<file path="src/rtl/microplexer_cfg_loader.sv">
// Serial configuration loader for a bank of microplexer cells.
//
// A frame is TOTAL data bits, MSB-first, followed by one even-parity bit. The data bits are
// shifted into a shadow register. The active select bus is updated as a whole, and only once a
// frame's parity has been checked and found good. A bad frame leaves the active select bus as
// it was.
//
// Ports
//   clk        clock; all state changes on the rising edge
//   rst_n      synchronous active-low reset
//   cfg_start  pulse that begins or restarts a frame load
//   cfg_bit    serial configuration data bit
//   cfg_valid  cfg_bit is valid this cycle
//   cfg_ready  the loader accepts a bit this cycle
//   sel_bus    active configuration; cell k select = sel_bus[SEL_W*k +: SEL_W]
//   busy       a frame load is in progress
//   cfg_done   1-cycle pulse: a frame was committed
//   cfg_err    1-cycle pulse: parity failure, the frame was discarded
module microplexer_cfg_loader #(
  parameter int unsigned NUM_CELLS = 4,
  parameter int unsigned SEL_W     = 4
) (
  input  logic                       clk,
  input  logic                       rst_n,
  input  logic                       cfg_start,
  input  logic                       cfg_bit,
  input  logic                       cfg_valid,
  output logic                       cfg_ready,
  output logic [NUM_CELLS*SEL_W-1:0] sel_bus,
  output logic                       busy,
  output logic                       cfg_done,
  output logic                       cfg_err
);

  localparam int unsigned TOTAL = NUM_CELLS * SEL_W;
  localparam int unsigned CNT_W = $clog2(TOTAL + 1);
  localparam logic [CNT_W-1:0] LastDataIdx = CNT_W'(TOTAL - 1);

  typedef enum logic [1:0] {
    StIdle,
    StShift,
    StParity
  } state_e;

  state_e           state_q;
  logic [TOTAL-1:0] shadow_q;
  logic [TOTAL-1:0] sel_q;
  logic [CNT_W-1:0] count_q;
  logic             acc_q;
  logic             ready_q;
  logic             busy_q;
  logic             done_q;
  logic             err_q;

  logic accept;

  // ready_q is high in exactly the states that take bits, so this is the transfer handshake.
  assign accept = cfg_valid & ready_q;

  always_ff @(posedge clk) begin
    if (!rst_n) begin
      state_q  <= StIdle;
      shadow_q <= '0;
      sel_q    <= '0;
      count_q  <= '0;
      acc_q    <= 1'b0;
      ready_q  <= 1'b0;
      busy_q   <= 1'b0;
      done_q   <= 1'b0;
      err_q    <= 1'b0;
    end else begin
      // done and err are single-cycle pulses.
      done_q <= 1'b0;
      err_q  <= 1'b0;
      unique case (state_q)
        StIdle: begin
          if (cfg_start) begin
            state_q <= StShift;
            count_q <= '0;
            acc_q   <= 1'b0;
            ready_q <= 1'b1;
            busy_q  <= 1'b1;
          end
        end
        StShift, StParity: begin
          if (cfg_start) begin
            // A restart wins over any bit offered in the same cycle, so that bit is dropped.
            state_q <= StShift;
            count_q <= '0;
            acc_q   <= 1'b0;
          end else if (accept) begin
            if (state_q == StShift) begin
              shadow_q <= {shadow_q[TOTAL-2:0], cfg_bit};
              acc_q    <= acc_q ^ cfg_bit;
              count_q  <= count_q + CNT_W'(1);
              if (count_q == LastDataIdx) begin
                state_q <= StParity;
              end
            end else begin
              // This is the parity bit. With even parity, the XOR of all bits must be 0.
              if ((acc_q ^ cfg_bit) == 1'b0) begin
                sel_q  <= shadow_q;
                done_q <= 1'b1;
              end else begin
                err_q <= 1'b1;
              end
              state_q <= StIdle;
              count_q <= '0;
              acc_q   <= 1'b0;
              ready_q <= 1'b0;
              busy_q  <= 1'b0;
            end
          end
        end
        default: begin
          state_q <= StIdle;
          ready_q <= 1'b0;
          busy_q  <= 1'b0;
        end
      endcase
    end
  end

  assign cfg_ready = ready_q;
  assign busy      = busy_q;
  assign sel_bus   = sel_q;
  assign cfg_done  = done_q;
  assign cfg_err   = err_q;

endmodule

</file>
<file path="config.mk">
export PLATFORM = sky130hd
export DESIGN_NAME = microplexer_cfg_loader
export DESIGN_NICKNAME = d
export VERILOG_FILES = /design/src/rtl/microplexer_cfg_loader.sv
export SDC_FILE = /design/constraint.sdc
export NUM_CORES = 1
export LEC_CHECK = 0
export CAP_MARGIN = 0
export CORE_MARGIN = 4
export CORE_UTILIZATION = 30
export CTS_CLUSTER_DIAMETER = 30
export DETAILED_ROUTE_END_ITERATION = 7
export GPL_ROUTABILITY_DRIVEN = 0
export SYNTH_ARGS = -nofsm -noshare
export SYNTH_HDL_FRONTEND = slang
export SYNTH_SLANG_ARGS = --single-unit
</file>
<file path="constraint.sdc">
create_clock -name clk -period 2.5 [get_ports clk]
set_clock_uncertainty 0.2 [all_clocks]
set_input_delay 0.75 -clock clk [delete_from_list [all_inputs] [get_ports clk]]
set_output_delay 0.75 -clock clk [all_outputs]
set_load 0.02 [all_outputs]
</file>
Yosys cells after proc, flatten, opt, wreduce, memory -nomap -nowiden:

Index checks and enable logic that the tools add are counted.

* reductions and logical operators: 9
* eq/ne operators: 9
* bitwise logic cells: 8
* add/subtract/negate cells: 1
* multiplexer cells: 23

Operators with widths (count)
* $mux W5: 4
* $mux W1: 10
* $mux W2: 5
* $pmux W5 S2: 1
* $ne A2 B2 Y1 const B: 4
* $reduce_and A4 Y1: 2
* $not A1 Y1: 6
* $reduce_and A3 Y1: 2
* $add A5 B1 Y5 const B: 1
* $eq A5 B4 Y1 const B: 1
* $reduce_and A5 Y1: 1
* $reduce_or A5 Y1: 1
* $ne A4 B4 Y1 const B: 1
* $pmux W1 S2: 2
* $pmux W2 S2: 1
* $ne A3 B3 Y1 const B: 1
* $eq A2 B1 Y1 const B: 1
* $eq A2 B2 Y1 const B: 1
* $logic_not A2 Y1: 1
* $reduce_bool A2 Y1: 1
* $reduce_or A2 Y1: 1
* $and A1 B1 Y1: 1
* $xor A1 B1 Y1: 1

* flip-flop bits (word level): 43
* word-level logic and storage cells: 58
* input bits: 5

Depth between registers and ports, before layout:

Gate-level depths: netlist of run 1.

* depth after elaboration: 6
* depth in mapped cells: 7
* depth with buffers taken out: 5

Worst setup path before layout of run 1:

Ideal clock, no wire load.

* path kind: register to register
* start: register state_q[0]
* end: register sel_q[0] (netlist: sel_bus[0])
* arrival time: 1.697 ns
* data required time: 2.228 ns
* period minus slack after synthesis: 1.969 ns
* cell stages (with the launch flop): 8
* setup time: 0.072 ns
* path buffers: 2
* slack: 0.531 ns
* cells stage by stage: dfxtp_1 > inv_1 > ha_1 > buf_2 > nand4b_2 > nor3_4 > buf_6 > mux2i_1

* word-level cells in the longest chain between the ends: 3
* elaborated cells on any way between the ends: 5
* classes of those cells: eq/ne (2); bitwise (1); reduce/logical (2)

RTL lines
* from (decl): line 45 `state_e state_q;`
* from (signal assigned): line 62 `state_q <= StIdle;`
* from (signal assigned): line 78 `state_q <= StShift;`
* from (signal assigned): line 88 `state_q <= StShift;`
* $eq A2 B1 Y1 / $eq A2 B2 Y1 (equally long branches): line 75, 92
* $reduce_or A2 Y1 / $not A1 Y1 (equally long branches)
* $reduce_and A5 Y1 (no source line) (*)
* to (signal assigned): line 102 `sel_q <= shadow_q;`
* to (decl): line 47 `logic [TOTAL-1:0] sel_q;`

Every way passes the cells marked *; elsewhere a longest branch is shown, timed or not.
A chain may end at the register's enable or synchronous reset.

Final worst setup path of run 1:

* start: register sel_q[15] (netlist: sel_bus[15])
* end: output port sel_bus[15]

RTL lines
* to (decl): line 29 `output logic [NUM_CELLS*SEL_W-1:0] sel_bus,`

No word-level cell between the ends.

==> impl_results.md, run 1 <==
* Run status: finished clean
* Kind of capture point of the worst setup path: output port
* LEAKAGE at 0.000796 uW
* Ys async rst share at 0
* Crit path DAT at 1.28 ns
* Count of input and output buffers at 24
* Commonest non-fill, non-tap cell in the layout: sky130_fd_sc_hd__nand2_1
* Worst setup path category: reg -> out
* Total via count in the routed design at 1540
* Mapped Nets at 228
* Routed length per placed instance at 11.7 um
* Die area at 7590 um2
* Placed instance area at 2270 um2
* Quantity of hold-fixing buffers added after cts at 0
* Global-route wire length before repair at 6380 um
* Power density over cell area at 621 nW/um2
* Count of buffers added by post-CTS timing repair for setup at 0
* Layout area overhead at 26.6%
* Final clock period utilization by the worst path at 0.891
* Unrepaired setup endpoints after global routing: false
* Count of different cell masters after synthesis at 37
* Final non-filler cell area at 2380 um2
* Predominant post-synthesis flop cell: sky130_fd_sc_hd__dfxtp_1
* Commonest non-fill, non-tap cells in the layout: 68 x sky130_fd_sc_hd__nand2_1, 43 x sky130_fd_sc_hd__dfxtp_1, 24 x sky130_fd_sc_hd__clkdlybuf4s50_1
* Maximum clock rate at 0.449 GHz
* Setup_tns at 0 ns
* Worst IR Drop VDD at 0.220 mV
* Crit-path cells: clkdlybuf4s50_1
* Number of nets in the final layout at 258
* Site row count at 28
* Clock buffers created by TritonCTS at 5
* Drt drc at 0
* Wirelength, routed at 3780 um
* Post-synth design cell area at 1880 um2
* Critical Path Fanout Max at 2
* Maximum clock path buffer count at 2
* Crit path launch type: flop
* Slowest Stage Delay on Critical Path at 0.62 ns
* Width of the die at 87.1 um
* Fraction of layout instances using a drive strength above 1 at 0.0927
* Total number of H-tree levels at 2
* Sequential element share of the synthesized area at 0.458
* Global Route Usage Sum at 0.107
* Register bit total from synthesis at 43
* Layout fillers at 606
* Register clock-pin slew on the reported worst setup and hold paths at 0.08 ns
* Worst min-delay path class: reg -> reg
* Warnings, synthesis at 0
* DR iter-0 viols at 69
* Max Transition Viols Final at 0
* Sink Count at 43
* Sum of internal, switching and leakage power at 1480 uW
* Number of nets still failing antenna checks after routing at 0
* 1st-pass router iterations at 4
* Vertical die dimension at 87.1 um
* Worst path slowest cell: sky130_fd_sc_hd__clkdlybuf4s50_1
* Number of synthesized flops with an enable pin at 0
* Number of antenna violations at the first check in global routing at 0
* Buffers and inverters on the worst path at 1
* Number of diodes added for antenna fixing at 0
* Syn avg cell area at 8.66 um2
* Measured slew at the worst slew-check pin at 0.344 ns
* Headroom to the max-slew limit at 0.770
* Max-cap violation count at 0
* Count of endpoints failing setup in the final report at 0
* Number of gates given a new drive strength after cts at 0
* Min Tclk post-route at 2.23 ns
* Initial core utilization at 0.314
* Number of I/O pins at 25
* Core area at 5990 um2
* Family with the most delay on the worst path: buffers and inverters
* CTS tree: built
* Total half-perimeter wirelength after legalization and detailed placement at 2700 um
* Buffer cell driving the clock tree root: sky130_fd_sc_hd__clkbuf_8
* Synthesized netlist cell count at 217
* Vias in the first global route at 1373
* Insertion delay to the later sink of the worst-skew pair at 0.29 ns
* Final hold violations at 0
* Required @ worst endpoint at 1.55 ns
* Maximum number of pins on one net before global-route repair at 22
* Grt ovf at 0
* Vias per cell at 4.77
## per-stage QoR
step	hold WS (ns)	util	setup slack (ns)	std cells
after floorplan	0.237	-	0.531	217
final	0.258	0.397	0.274	323
after CTS	0.262	0.397	0.233	323
after detailed placement	0.246	0.378	-0.00188	315
after global placement	0.245	0.378	0.0527	315
after global routing	0.281	0.397	0.213	323
## cells by family after synthesis
family / count (synthesis) / synth area share
adder cells (fa/ha/maj): 6 / 0.0399
flip-flops: 43 / 0.458
AND/OR/NAND/NOR: 94 / 0.245
multiplexers: 18 / 0.0959
AO/OA/AOI/OAI: 37 / 0.111
XOR/XNOR: 1 / 0.00466
buffers and inverters: 18 / 0.0453
## where the power goes
group | leakage [uW] | switching (uW) | internal, uW
clock | 0.0000581 | 239 | 297
sequential | 0.000347 | 11.1 | 694
combinational | 0.000391 | 135 | 99.9
## layout make-up
type / count / area [um2] / share of cell area
multi-input cells: 156 / 933 / 0.392
flip-flops and latches: 43 / 861 / 0.362
clock inverters: 3 / 43.8 / 0.0184
well taps: 75 / 93.8 / 0.0395
clock buffers: 5 / 68.8 / 0.0289
repair buffers: 37 / 363 / 0.153
inverters: 4 / 15.0 / 0.00631
## cell usage after synthesis (2+ instances only)
library cell	number	share of area
sky130_fd_sc_hd__nor2_1	2	0.0040
sky130_fd_sc_hd__and4b_1	2	0.011
sky130_fd_sc_hd__clkbuf_1	7	0.014
sky130_fd_sc_hd__a31oi_1	2	0.0067
sky130_fd_sc_hd__inv_1	3	0.0060
sky130_fd_sc_hd__nand2_1	68	0.14
sky130_fd_sc_hd__dfxtp_1	43	0.46
sky130_fd_sc_hd__nand2b_1	3	0.010
sky130_fd_sc_hd__nand4b_1	3	0.014
sky130_fd_sc_hd__a211oi_1	2	0.0080
sky130_fd_sc_hd__buf_2	5	0.013
sky130_fd_sc_hd__mux2i_1	18	0.096
sky130_fd_sc_hd__o21ai_0	6	0.016
sky130_fd_sc_hd__a21oi_1	22	0.059
sky130_fd_sc_hd__nand3b_1	4	0.016
sky130_fd_sc_hd__ha_1	6	0.040
## sequential cells by signal (all words and copies together) (netlist names)
signal	cells
sel_bus	16
shadow_q	16
count_q	5
state_q	2
acc_q	1
busy	1
cfg_done	1
cfg_err	1
## per-layer routing
metal / vias to the layer above / routed length, um / track usage
met4: 0 / 74 / 0.0502
met1: 705 / 1790 / 0.133
met2: 26 / 1740 / 0.166
li1: 802 / - / -
met3: 7 / 175 / 0.0360
met5: - / 0 / 0
## path summary, 6_finish.rpt
kind / end / cells after the start / start / slack, ns
setup / recovery: sel_bus[15] / 1 / sel_bus[15] / 0.27
hold reg to reg: sel_bus[1] / 2 / sel_bus[1] / 0.26
hold / removal: sel_bus[1] / 2 / sel_bus[1] / 0.26
setup reg to reg: count_q[1] / 5 / state_q[0] / 0.46
No activity file was read; power rests on OpenSTA's default activity.
==> run 2, diff against run 1 <==
--- a/config.mk
+++ b/config.mk
@@ -6,6 +6,7 @@
 export NUM_CORES = 1
 export LEC_CHECK = 0
 export CAP_MARGIN = 0
+export CORE_ASPECT_RATIO = 0.75
 export CORE_MARGIN = 4
 export CORE_UTILIZATION = 30
 export CTS_CLUSTER_DIAMETER = 30
==> run 2 against run 1 <==
Net effect: via count fell by 0.19%; final cell count rose by 0.62%; wire length rose by 2.7%; hold slack barely moved; design area fell by 0.42%; critical path type unchanged; fmax fell by 0.41%.
==> impl_results.md, run 2 (synthesis gave the netlist of run 1 again) <==
* Wirelength, routed at 3880 um
* Kind of capture point of the worst setup path: output port
* Headroom to the max-slew limit at 0.767
* Worst IR Drop VDD at 0.286 mV
* Required @ worst endpoint at 1.55 ns
* Core area at 5950 um2
* Setup_tns at 0 ns
* Critical Path Fanout Max at 2
* Global-route wire length before repair at 6530 um
* Final clock period utilization by the worst path at 0.894
* Commonest non-fill, non-tap cell in the layout: sky130_fd_sc_hd__nand2_1
* Slowest Stage Delay on Critical Path at 0.62 ns
* Run status: finished clean
* Site row count at 24
* Commonest non-fill, non-tap cells in the layout: 68 x sky130_fd_sc_hd__nand2_1, 43 x sky130_fd_sc_hd__dfxtp_1, 24 x sky130_fd_sc_hd__clkdlybuf4s50_1
* Number of cells on the worst hold path at 2
* Grt ovf at 0
* Crit path launch type: flop
* Clock buffers created by TritonCTS at 5
* Start point of the worst min-delay path: sel_bus[0]
* Total half-perimeter wirelength after legalization and detailed placement at 2700 um
* Vertical die dimension at 76.5 um
* Total via count in the routed design at 1537
* Worst min-delay path class: reg -> reg
* Vias in the first global route at 1396
* Sum of internal, switching and leakage power at 1370 uW
* Crit path DAT at 1.29 ns
* Final non-filler cell area at 2370 um2
* Hold path endpoint: sel_bus[0]
* Measured slew at the worst slew-check pin at 0.349 ns
* CTS tree: built
* Worst path slowest cell: sky130_fd_sc_hd__clkdlybuf4s50_1
* Internal reg-to-reg setup slack at 0.43 ns
* Sink Count at 43
* Number of gates given a new drive strength after cts at 0
* Width of the die at 99.4 um
* Fraction of layout instances using a drive strength above 1 at 0.0810
* Worst reg2reg path endpoint: count_q[4]
* Final hold slack at 0.258 ns
* Number of cells traversed by the worst register-to-register path at 5
* Origin of the critical flop-to-flop path: state_q[0]
* Buffer cell driving the clock tree root: sky130_fd_sc_hd__clkbuf_8
* Min Tclk post-route at 2.24 ns
* LEAKAGE at 0.000785 uW
* Number of I/O pins at 25
* Maximum clock rate at 0.447 GHz
* Maximum number of pins on one net before global-route repair at 36
* Pre-CTS setup slack at 0.0130 ns
* Max Transition Viols Final at 0
* Placed instance area at 2290 um2
* Count of buffers added by post-CTS timing repair for setup at 0
* Count of input and output buffers at 24
* Unrepaired setup endpoints after global routing: false
* 1st-pass router iterations at 5
* Buffers and inverters on the worst path at 1
* Routed length per placed instance at 11.9 um
* Number of diodes added for antenna fixing at 0
* Layout area overhead at 26.0%
* Register clock-pin slew on the reported worst setup and hold paths at 0.08 ns
* Number of nets still failing antenna checks after routing at 0
* Vias per cell at 4.73
* Count of endpoints failing setup in the final report at 0
* DR iter-0 viols at 50
* Quantity of hold-fixing buffers added after cts at 0
* Insertion delay to the later sink of the worst-skew pair at 0.29 ns
* Total number of H-tree levels at 2
* Max-cap violation count at 0
* Initial core utilization at 0.316
* Final worst slack at 0.264 ns
* Crit-path cells: clkdlybuf4s50_1
* Worst setup path category: reg -> out
* Global Route Usage Sum at 0.106
* Final hold violations at 0
* Die area at 7610 um2
* Power density over cell area at 578 nW/um2
* Maximum clock path buffer count at 2
* Number of nets in the final layout at 257
* Drt drc at 0
* Family with the most delay on the worst path: buffers and inverters
* Number of antenna violations at the first check in global routing at 0
==> run 2: changes by cell type in the layout (fill, tap and decap cells not counted), sizes merged <==
cell and change:
clkbuf +2, buf -1, bufinv -1, clkinv -1
==> run 2: metrics by stage <==
stage,instances,util
finish,325,0.398
global placement,317,0.385
global route,325,0.398
CTS,325,0.398
floorplan,217,-
detailed placement,317,0.385
==> run 2: layout make-up <==
cell class | count | area [um2]
inverter | 4 | 15.0
timing repair buffer | 36 | 380
multi-input combinational | 156 | 933
fill | 619 | 3580
clock buffer | 7 | 76.3
tap | 78 | 97.6
sequential | 43 | 861
clock inverter | 1 | 5.00
==> run 2: how the worst max path moves through the flow <==
stage	slack [ns]	startpoint	cells after the start	endpoint
CTS	0.25	sel_bus[15]	1	sel_bus[15]
global route	0.24	sel_bus[15]	1	sel_bus[15]
floorplan	0.53	state_q[0]	7	sel_bus[0]
detailed placement	0.01	cfg_valid	4	count_q[4]
global placement	0.06	cfg_start	4	count_q[1]
finish	0.26	sel_bus[15]	1	sel_bus[15]
==> run 2: report_power, final <==
part           leakage (uW)  switching (uW)  internal [uW]
combinational      0.000396             135            101
clock             0.0000422             229            196
sequential         0.000347            13.2            694
total              0.000785             377            992
==> run 2: worst reg2reg max path, cell delays in order (launching register included) <==
cell and delay [ns]:
sky130_fd_sc_hd__dfxtp_1 0.45, sky130_fd_sc_hd__inv_1 0.07, sky130_fd_sc_hd__ha_1 0.44, sky130_fd_sc_hd__mux2i_1 0.17
sky130_fd_sc_hd__or4_1 0.48, sky130_fd_sc_hd__a21oi_1 0.18
==> run 2: layer usage <==
layer	wire, um	global-route usage	part of all wire	vias to the layer above
met5	0	0	0	-
met4	59	0.0409	0.015	0
met3	209	0.0384	0.054	6
met2	1600	0.150	0.41	36
met1	2020	0.145	0.52	702
li1	-	-	-	793
==> run 3, diff against run 2 <==
==> constraint.sdc (replaced) <==
create_clock -name clk -period 2 [get_ports clk]
set_clock_uncertainty 0.2 [all_clocks]
set_input_delay 0.6 -clock clk [delete_from_list [all_inputs] [get_ports clk]]
set_output_delay 0.6 -clock clk [all_outputs]
set_load 0.02 [all_outputs]
==> run 3 against run 2 <==
Net effect: sequential power grew 25%; highest routed layer unchanged; first-iteration DRC count up 70%; sequential share of layout area down 1.4 points; power grew 31%; non-clock buffer count is 11 higher; largest cell class unchanged; combinational power grew 44%.
==> impl_results.md, run 3 (synthesis gave the netlist of run 1 again) <==
* Die area at 7610 um2
* Routed length per placed instance at 11.8 um
* Total half-perimeter wirelength after legalization and detailed placement at 2890 um
* Maximum clock path buffer count at 2
* Clock buffers created by TritonCTS at 5
* Slowest Stage Delay on Critical Path at 0.54 ns
* Count of input and output buffers at 24
* Drt drc at 0
* Met1 layer usage reported by global route at 0.151
* Grt ovf at 0
* Number of gates given a new drive strength after cts at 21
* Vias per cell at 4.70
* Worst min-delay path class: reg -> reg
* Max Transition Viols Final at 0
* Number of antenna violations at the first check in global routing at 0
* Min Tclk post-route at 1.93 ns
* Final clock period utilization by the worst path at 0.966
* Commonest non-fill, non-tap cell in the layout: sky130_fd_sc_hd__nand2_1
* Crit-path cells: clkdlybuf4s50_1, a21oi_1, or4b_1, a21oi_1
* Family with the most delay on the worst path: buffers and inverters
* Crit path launch type: input port
* Number of nets still failing antenna checks after routing at 0
* Met3 Track Usage GR at 0.0302
* Site row count at 24
* Fraction of layout instances using a drive strength above 1 at 0.140
* Power density over cell area at 727 nW/um2
* Buffers and inverters on the worst path at 1
* Number of diodes added for antenna fixing at 0
* Measured slew at the worst slew-check pin at 0.299 ns
* Worst IR Drop VDD at 0.276 mV
* Maximum clock rate at 0.517 GHz
* Vertical die dimension at 76.5 um
* Most used cell, CP: sky130_fd_sc_hd__a21oi_1
* 1st-pass router iterations at 4
* Final hold violations at 0
* Insertion delay to the later sink of the worst-skew pair at 0.30 ns
* Crit path DAT at 1.96 ns
* Most utilized layer in the global route result: met2
* Critical Path Fanout Max at 4
* LEAKAGE at 0.000939 uW
* Quantity of hold-fixing buffers added after cts at 0
* Fin cells at 336
* Global Route Usage Sum at 0.110
* Register clock-pin slew on the reported worst setup and hold paths at 0.08 ns
* Layout fillers at 614
* Number of I/O pins at 25
* Count of buffers added by post-CTS timing repair for setup at 0
* Wirelength, routed at 3950 um
* CTS tree: built
* Max-cap violation count at 0
* Vias in the first global route at 1450
* Final hold slack at 0.255 ns
* Maximum number of pins on one net before global-route repair at 22
* Total number of H-tree levels at 2
* Kind of capture point of the worst setup path: flop
* Sink Count at 43
* Total via count in the routed design at 1579
* Unrepaired setup endpoints after global routing: false
* Buffer cell driving the clock tree root: sky130_fd_sc_hd__clkbuf_8
* Commonest non-fill, non-tap cells in the layout: 68 x sky130_fd_sc_hd__nand2_1, 42 x sky130_fd_sc_hd__dfxtp_1, 22 x sky130_fd_sc_hd__a21oi_1
* Run status: finished clean
* Count of endpoints failing setup in the final report at 0
* DR iter-0 viols at 85
* Initial core utilization at 0.316
* Layout area overhead at 31.2%
* Global-route wire length before repair at 6810 um
* M2 GR Usage at 0.160
* Number of nets in the final layout at 268
* Width of the die at 99.4 um
* Worst setup path category: in -> reg
* Internal reg-to-reg setup slack at 0.08 ns
* Core area at 5950 um2
* Required @ worst endpoint at 2.03 ns
* Headroom to the max-slew limit at 0.795
* Placed Cells at 328
* Worst path slowest cell: sky130_fd_sc_hd__clkdlybuf4s50_1
-- run 3: through the flow --
step / utilization / setup WS [ns] / setup TNS, ns / power, uW / area [um2]
3_5_place_dp: 0.401 / -0.344 / -10.97 / 1230 / 2380
6_report: 0.415 / 0.0674 / 0 / 1790 / 2460
5_1_grt: 0.415 / 0.0125 / 0 / 1890 / 2460
2_1_floorplan: - / 0.0313 / 0 / 1090 / 1880
3_3_place_gp: 0.401 / -0.296 / -9.52 / 1230 / 2380
4_1_cts: 0.412 / 0.00884 / 0 / 1800 / 2450
-- run 3: area by class of cell --
type	count	area (um2)	area share
clock buffer	5	68.8	0.0279
clock inverter	3	23.8	0.00964
inverter	4	15.0	0.00609
multi-input combinational	156	948	0.385
sequential	43	862	0.350
tap	78	97.6	0.0396
timing repair buffer	47	449	0.182
-- run 3: path summary, 6_finish.rpt --
path,start,end,depth (start not counted)
min reg2reg,sel_bus[1],sel_bus[1],2
min,sel_bus[1],sel_bus[1],2
max reg2reg,count_q[0],count_q[4],5
max,cfg_valid,count_q[1],4
-- run 3: where the power goes --
group / switching (uW) / internal, uW
Combinational: 180 / 160
Clock: 316 / 250
Sequential: 16.1 / 870
Total: 512 / 1280
-- run 3: routing by layer --
layer  share of wire  wire length (um)  vias up
li1                -                 -      820
met1            0.50              1980      726
met2            0.44              1730       28
met3           0.045               178        5
met4           0.015                59        0
met5               0                 0        -
-- run 3: worst min-delay path: stages, from the launching register on --
cell,delay [ns]
sky130_fd_sc_hd__dfxtp_1,0.31
sky130_fd_sc_hd__nand2_1,0.05
sky130_fd_sc_hd__mux2i_1,0.05
